--- src/rtl/rgmii_rx_speed_adapt.sv ---
// rgmii_rx_speed_adapt
// Tri-speed RGMII receive post-processor sitting between the IDDR capture stage and
// the MAC. Decodes debounced in-band link status, passes gigabit bytes straight
// through and assembles nibble pairs into strobed bytes at 10/100, flagging frames
// that end on an odd nibble.
// Optional feature macro: RGMII_RX_STATS_EN (frame / error statistics counters).
module rgmii_rx_speed_adapt #(
  parameter int STATUS_STABLE = 4,
  parameter int CNT_WIDTH     = 16
) (
  input  logic                 rx_clk,
  input  logic                 rst_n,
  input  logic [3:0]           rxd_rise,
  input  logic [3:0]           rxd_fall,
  input  logic                 rx_ctl_rise,
  input  logic                 rx_ctl_fall,
  input  logic [2:0]           speed_override,
  output logic [7:0]           gmii_rxd,
  output logic                 gmii_rx_dv,
  output logic                 gmii_rx_er,
  output logic                 gmii_rx_ce,
  output logic                 link_up,
  output logic [1:0]           link_speed,
  output logic                 full_duplex,
  output logic                 status_change,
  input  logic                 stats_clr,
  output logic [CNT_WIDTH-1:0] frame_cnt,
  output logic [CNT_WIDTH-1:0] err_cnt
);

  localparam int SCW = $clog2(STATUS_STABLE + 1);
  localparam logic [SCW-1:0] STABLE = SCW'(STATUS_STABLE);

  typedef enum logic {PH_LOW = 1'b0, PH_HIGH = 1'b1} phase_t;

  // RX_CTL decode: rising half is DV, falling half carries DV^ER
  logic dv_i, er_i, dv_rise;
  logic dv_prev_reg;
  assign dv_i    = rx_ctl_rise;
  assign er_i    = rx_ctl_rise ^ rx_ctl_fall;
  assign dv_rise = dv_i & ~dv_prev_reg;

  // ---------------------------------------------------------------------------
  // In-band status debounce
  // ---------------------------------------------------------------------------
  logic [3:0]     samp_reg, samp_next;
  logic [SCW-1:0] stab_cnt_reg, stab_cnt_next;
  logic [3:0]     status_cur, status_next;
  logic           change_next;

  assign status_cur = {full_duplex, link_speed, link_up};

  // Count consecutive identical idle samples; publish once stable and different
  always_comb begin
    samp_next     = samp_reg;
    stab_cnt_next = stab_cnt_reg;
    status_next   = status_cur;
    change_next   = 1'b0;
    if (!dv_i && !er_i) begin
      samp_next = rxd_rise;
      if (rxd_rise == samp_reg) begin
        if (stab_cnt_reg != STABLE) stab_cnt_next = stab_cnt_reg + SCW'(1);
      end else begin
        stab_cnt_next = SCW'(1);
      end
      if ((stab_cnt_next == STABLE) && (rxd_rise != status_cur)) begin
        status_next = rxd_rise;
        change_next = 1'b1;
      end
    end
  end

  // Status registers and the one-cycle change pulse
  always_ff @(posedge rx_clk or negedge rst_n) begin
    if (!rst_n) begin
      samp_reg      <= 4'h0;
      stab_cnt_reg  <= '0;
      full_duplex   <= 1'b0;
      link_speed    <= 2'b00;
      link_up       <= 1'b0;
      status_change <= 1'b0;
    end else begin
      samp_reg      <= samp_next;
      stab_cnt_reg  <= stab_cnt_next;
      {full_duplex, link_speed, link_up} <= status_next;
      status_change <= change_next;
    end
  end

  // ---------------------------------------------------------------------------
  // Active speed mode: only re-latched between frames
  // ---------------------------------------------------------------------------
  logic [1:0] mode_reg, mode_next, eff_speed;
  logic       slow;

  assign eff_speed = speed_override[2] ? speed_override[1:0] : link_speed;
  assign mode_next = dv_i ? mode_reg : eff_speed;
  assign slow      = ~mode_reg[1];

  // ---------------------------------------------------------------------------
  // Frame gating after reset: a frame already in progress at release is dropped,
  // output resumes on the next DV rising edge. dv_prev resets high so a DV that
  // is already asserted at release does not look like a rising edge.
  // ---------------------------------------------------------------------------
  logic wait_reg, wait_next, blocked;
  assign blocked   = wait_reg & ~dv_rise;
  assign wait_next = blocked;

  // ---------------------------------------------------------------------------
  // Nibble phase FSM (10/100 assembly)
  // ---------------------------------------------------------------------------
  phase_t phase_reg, phase_next;

  // Phase state register
  always_ff @(posedge rx_clk or negedge rst_n) begin
    if (!rst_n) phase_reg <= PH_LOW;
    else        phase_reg <= phase_next;
  end

  // Next phase: a frame start always restarts on the low nibble
  always_comb begin
    phase_next = PH_LOW;
    if (!blocked && slow && dv_i && (dv_rise || (phase_reg == PH_LOW)))
      phase_next = PH_HIGH;
  end

  // ---------------------------------------------------------------------------
  // Output datapath
  // ---------------------------------------------------------------------------
  logic [7:0] rxd_next;
  logic       dv_next, er_next, ce_next;
  logic [3:0] low_reg, low_next;
  logic       pend_reg, pend_next;
  logic       tog_reg, tog_next;

  // Output byte / strobe selection per mode and phase
  always_comb begin
    rxd_next  = gmii_rxd;
    dv_next   = gmii_rx_dv;
    er_next   = gmii_rx_er;
    ce_next   = 1'b0;
    low_next  = low_reg;
    pend_next = pend_reg;
    tog_next  = tog_reg;
    if (blocked) begin
      rxd_next = 8'h00;
      dv_next  = 1'b0;
      er_next  = 1'b0;
      tog_next = 1'b1;
    end else if (!slow) begin
      rxd_next = {rxd_fall, rxd_rise};
      dv_next  = dv_i;
      er_next  = er_i;
      ce_next  = 1'b1;
      tog_next = 1'b1;
    end else if (dv_i) begin
      tog_next = 1'b1;
      if (dv_rise || (phase_reg == PH_LOW)) begin
        low_next  = rxd_rise;
        pend_next = er_i;
      end else begin
        rxd_next = {rxd_rise, low_reg};
        dv_next  = 1'b1;
        er_next  = pend_reg | er_i;
        ce_next  = 1'b1;
      end
    end else if (phase_reg == PH_HIGH) begin
      // Frame ended on an odd nibble: flush it as an errored byte
      rxd_next = {4'h0, low_reg};
      dv_next  = 1'b1;
      er_next  = 1'b1;
      ce_next  = 1'b1;
      tog_next = 1'b1;
    end else if (er_i) begin
      rxd_next = {4'h0, rxd_rise};
      dv_next  = 1'b0;
      er_next  = 1'b1;
      ce_next  = 1'b1;
    end else begin
      // Idle strobe every other cycle keeps the MAC's byte timing
      ce_next  = tog_reg;
      tog_next = ~tog_reg;
      if (tog_reg) begin
        rxd_next = 8'h00;
        dv_next  = 1'b0;
        er_next  = 1'b0;
      end
    end
  end

  // Datapath, mode and frame-gating registers
  always_ff @(posedge rx_clk or negedge rst_n) begin
    if (!rst_n) begin
      gmii_rxd    <= 8'h00;
      gmii_rx_dv  <= 1'b0;
      gmii_rx_er  <= 1'b0;
      gmii_rx_ce  <= 1'b0;
      low_reg     <= 4'h0;
      pend_reg    <= 1'b0;
      tog_reg     <= 1'b1;
      mode_reg    <= 2'b10;
      wait_reg    <= 1'b1;
      dv_prev_reg <= 1'b1;
    end else begin
      gmii_rxd    <= rxd_next;
      gmii_rx_dv  <= dv_next;
      gmii_rx_er  <= er_next;
      gmii_rx_ce  <= ce_next;
      low_reg     <= low_next;
      pend_reg    <= pend_next;
      tog_reg     <= tog_next;
      mode_reg    <= mode_next;
      wait_reg    <= wait_next;
      dv_prev_reg <= dv_i;
    end
  end

  // ---------------------------------------------------------------------------
  // Statistics
  // ---------------------------------------------------------------------------
`ifdef RGMII_RX_STATS_EN
  logic                 dv_out_d_reg, frame_err_reg, frame_end;
  logic [CNT_WIDTH-1:0] frame_cnt_reg, err_cnt_reg;

  assign frame_end = dv_out_d_reg & ~gmii_rx_dv;

  // Count frames on the assembled DV falling edge; errors once per frame
  always_ff @(posedge rx_clk or negedge rst_n) begin
    if (!rst_n) begin
      dv_out_d_reg  <= 1'b0;
      frame_err_reg <= 1'b0;
      frame_cnt_reg <= '0;
      err_cnt_reg   <= '0;
    end else begin
      dv_out_d_reg <= gmii_rx_dv;
      if (frame_end)
        frame_err_reg <= 1'b0;
      else if (gmii_rx_ce && gmii_rx_dv && gmii_rx_er)
        frame_err_reg <= 1'b1;
      if (stats_clr) begin
        frame_cnt_reg <= '0;
        err_cnt_reg   <= '0;
      end else if (frame_end) begin
        if (frame_cnt_reg != '1) frame_cnt_reg <= frame_cnt_reg + CNT_WIDTH'(1);
        if (frame_err_reg && (err_cnt_reg != '1)) err_cnt_reg <= err_cnt_reg + CNT_WIDTH'(1);
      end
    end
  end

  assign frame_cnt = frame_cnt_reg;
  assign err_cnt   = err_cnt_reg;
`else
  logic stats_unused;
  assign stats_unused = stats_clr;
  assign frame_cnt    = '0;
  assign err_cnt      = '0;
`endif

endmodule

--- config.mk ---
export PLATFORM = sky130hd
export DESIGN_NAME = rgmii_rx_speed_adapt
export DESIGN_NICKNAME = d
export VERILOG_FILES = /design/src/rtl/rgmii_rx_speed_adapt.sv
export SDC_FILE = /design/constraint.sdc
export NUM_CORES = 1
export LEC_CHECK = 0
export ABC_AREA = 1
export CORE_UTILIZATION = 30
export DETAILED_ROUTE_END_ITERATION = 6
export PLACE_DENSITY_LB_ADDON = 0.08
export SYNTH_ARGS = -nofsm -noshare
export SYNTH_HDL_FRONTEND = slang
export SYNTH_SLANG_ARGS = --single-unit
export TNS_END_PERCENT = 5
--- constraint.sdc ---
create_clock -name rx_clk -period 1.8 [get_ports rx_clk]
set_input_delay 0.36 -clock rx_clk [delete_from_list [all_inputs] [get_ports rx_clk]]
set_output_delay 0.36 -clock rx_clk [all_outputs]
set_load 0.01 [all_outputs]
==> impl_metrics.json <==
{
  "grt-busiest-layer": "met2",
  "largest_register_ffs": 8,
  "synth_most_common_cell": "nand2_1",
  "yosysTopAreaCell": "dfrtp_1",
  "ctsHoldBuffers": 0,
  "yosysUniqueCellTypes": 29,
  "syn_to_final_growth_pct": 31.0,
  "ant_nets": 0,
  "initial_core_util_pct": 31.7,
  "vias": 1570,
  "cts_tree": "built",
  "grt_max_degree": 34,
  "die_area_um2": 6700,
  "p_leak_nw": 1.26,
  "final_area_um2": 2510,
  "cts.sinks": 33,
  "cts_buffers": 5,
  "maxCapViolations": 0,
  "drc": 0,
  "overflow": 0,
  "synth_xor_xnor_area_share_pct": 0,
  "min_period_ps": 1660,
  "dpl_cell_area_um2": 2380,
  "synthTopCellsByArea": "dfrtp_1 38%, nand2_1 14%, buf_4 13%, dfstp_2 5.5%, inv_1 3.9%",
  "ir_worst_vdd_v": 0.000415,
  "synthMuxAreaShare_pct": 0,
  "layout-drive-gt1-share_pct": 20.1,
  "fp-row-count": 28,
  "port_buffers": 29,
  "hold_path.class": "input pin to async pin",
  "timing.rr.end": "link_up$_DFFE_PN0P_",
  "fin_skew_ps": 5.88,
  "avgViaCountPerCell": 4.20,
  "hold_ws_ps": 437,
  "status": "finished, final reports clean",
  "drt_iter0_markers": 114,
  "yosys_most_used_dff": "dfrtp_1",
  "critPathKind": "input pin to register",
  "worstReg2RegStart": "stab_cnt_reg[0]$_DFFE_PN0N_",
  "firstDrtPassIters": 4,
  "die_w_um": 81.9,
  "reg2reg_slack_ps": 270,
  "dp_hpwl_mm": 3.17,
  "clk_path_buf_depth": 2,
  "critPathArrivalTime_ps": 1880,
  "grtUsageMet3_pct": 3.78,
  "nets": 318,
  "slowest_delay_ps": 490,
  "grt_pass1_wl_mm": 7.07,
  "yosysSeqAreaShare_pct": 43.4,
  "synth_top_area_share_pct": 37.9,
  "setup_viol": 0,
  "syn_inst": 237,
  "grt_pass1_vias": 1465,
  "critPathMaxFanout": 9,
  "gp_congestion": 0.811,
  "synthSimpleGateAreaFrac_pct": 20.9,
  "multi_input_area_um2": 846,
  "synth_top_family_by_area": "simple AND/OR/NAND/NOR gates",
  "cp-start-kind": "input pin",
  "syn_area_um2": 1910,
  "antenna_found_initial": 0,
  "root_buffer": "clkbuf_8",
  "p_per_area_nw_per_um2": 840,
  "synth_seq_cells": 33,
  "clk_latency_ps": 280,
  "core_um2": 6030,
  "final-hold-violation-count": 0,
  "worst_ep_required_time_ps": 2020,
  "synth-edff-count": 0,
  "power_mw": 2.11,
  "reg2reg_depth": 7,
  "yosysWarnings": 0,
  "synth_fa_ha_area_share_pct": 2.62,
  "seq_area_um2": 831,
  "htree_num_levels": 2,
  "io_pins": 64,
  "post-route-period-util_pct": 92.3,
  "synth_common_cells": "72 x nand2_1, 32 x buf_4, 29 x dfrtp_1",
  "maxSlewViolCount": 0,
  "use_met2_pct": 22.5,
  "rsz0062_at_grt": "false",
  "crit_path_end_kind": "register",
  "crit_chain": "clkdlybuf4s50_1 -> inv_2 -> buf_4 -> o21ai_4 -> inv_2 -> nor2_4 -> nand2_1 -> buf_4 -> o21ai_2",
  "fmax_mhz": 602,
  "die_h_um": 81.9,
  "async_flop_share_pct": 100,
  "track_usage_pct": 14.3,
  "nFillCells": 632,
  "routed_wl_mm": 4.16,
  "n_antenna_cell": 0,
  "critPathSlowestCell": "clkdlybuf4s50_1",
  "clk_pin_slew_ps": 70,
  "gr-usage-met1_pct": 18.8,
  "wl_per_cell_um": 11.1,
  "synth_compound_area_share_pct": 14.2,
  "avgSynthCellArea_um2": 8.07
}
[stage by stage]
step                std cells  setup WS (ps)  TNS (ps)  utilization (%)
global route              374           11.2         0             41.6
CTS                       374            132         0             41.5
global placement          366           -183     -2770             39.6
detailed placement        366           -163     -2670             39.6
floorplan                 268            470         0                -
finish                    374            138         0             41.6
[cells by family (layout without fill, tap and decap cells)]
family                     count (synthesis)  in the layout
and+or+nand+nor                           97             97
buffers and inverters                     61             92
AOI/OAI and AO/OA                         41             41
DFF                                       33             33
adders and majority gates                  4              4
other                                      1             32
[where the power goes]
group	internal [mW]	total, mW	switching (mW)
clock network	0.452	0.736	0.284
registers	0.833	0.886	0.0530
logic	0.227	0.485	0.258
total	1.51	2.11	0.595
[placed cells by master (no fill, tap or decap), types with 3 or more instances in the layout]
| cell | synthesis | final |
|---|---|---|
| inv_1 | 20 | 20 |
| nor2_2 | 3 | 3 |
| nor2_1 | 9 | 9 |
| nand3_1 | 7 | 7 |
| o21bai_1 | 4 | 4 |
| o22ai_1 | 5 | 5 |
| a21oi_1 | 6 | 6 |
| clkbuf_8 | 0 | 6 |
| conb_1 | 1 | 32 |
| inv_2 | 5 | 5 |
| o21ai_0 | 13 | 13 |
| clkdlybuf4s50_1 | 0 | 29 |
| dfrtp_1 | 29 | 29 |
| nand2_1 | 72 | 72 |
| o21ai_2 | 5 | 5 |
| dfstp_2 | 4 | 4 |
| ha_1 | 4 | 4 |
| buf_4 | 32 | 28 |
| a22oi_1 | 4 | 4 |
[critical path: cells and delay by family]
kind | cells | cell delay (ps)
buffers and inverters | 5 | 970
AOI/OAI and AO/OA | 2 | 230
and+or+nand+nor | 2 | 310
[worst max path at each step]
stage	from	end	slack, ps	cells past startpoint
finish	rx_ctl_rise	pend_reg$_DFFE_PN0P_	140	9
global route	rx_ctl_rise	link_speed[0]$_DFFE_PN0P_	10	8
CTS	rx_ctl_rise	pend_reg$_DFFE_PN0P_	130	9
detailed placement	rx_ctl_rise	gmii_rxd[1]$_DFFE_PN0P_	-160	11
global placement	rx_ctl_rise	pend_reg$_DFFE_PN0P_	-180	9
floorplan	rx_ctl_rise	gmii_rxd[0]$_DFFE_PN0P_	470	9
[metal layers]
layer	up-vias	routed length (µm)
met5	-	0
met4	0	38
met3	5	164
met2	37	1970
met1	717	1990
li1	811	-
[layout make-up]
type | count | area share (%)
clock inverter | 1 | 1.20
timing repair buffer | 58 | 20.8
inverter | 26 | 3.94
multi-input combinational | 174 | 33.7
tap | 75 | 3.74
sequential | 33 | 33.2
clock buffer | 7 | 3.44
[timing repair]
item / in CTS / in global routing
setup endpoints to repair: 0 / 2
setup buffers: 0 / 0
resized for setup: 0 / 1
Power figures use the tool's default switching activity.
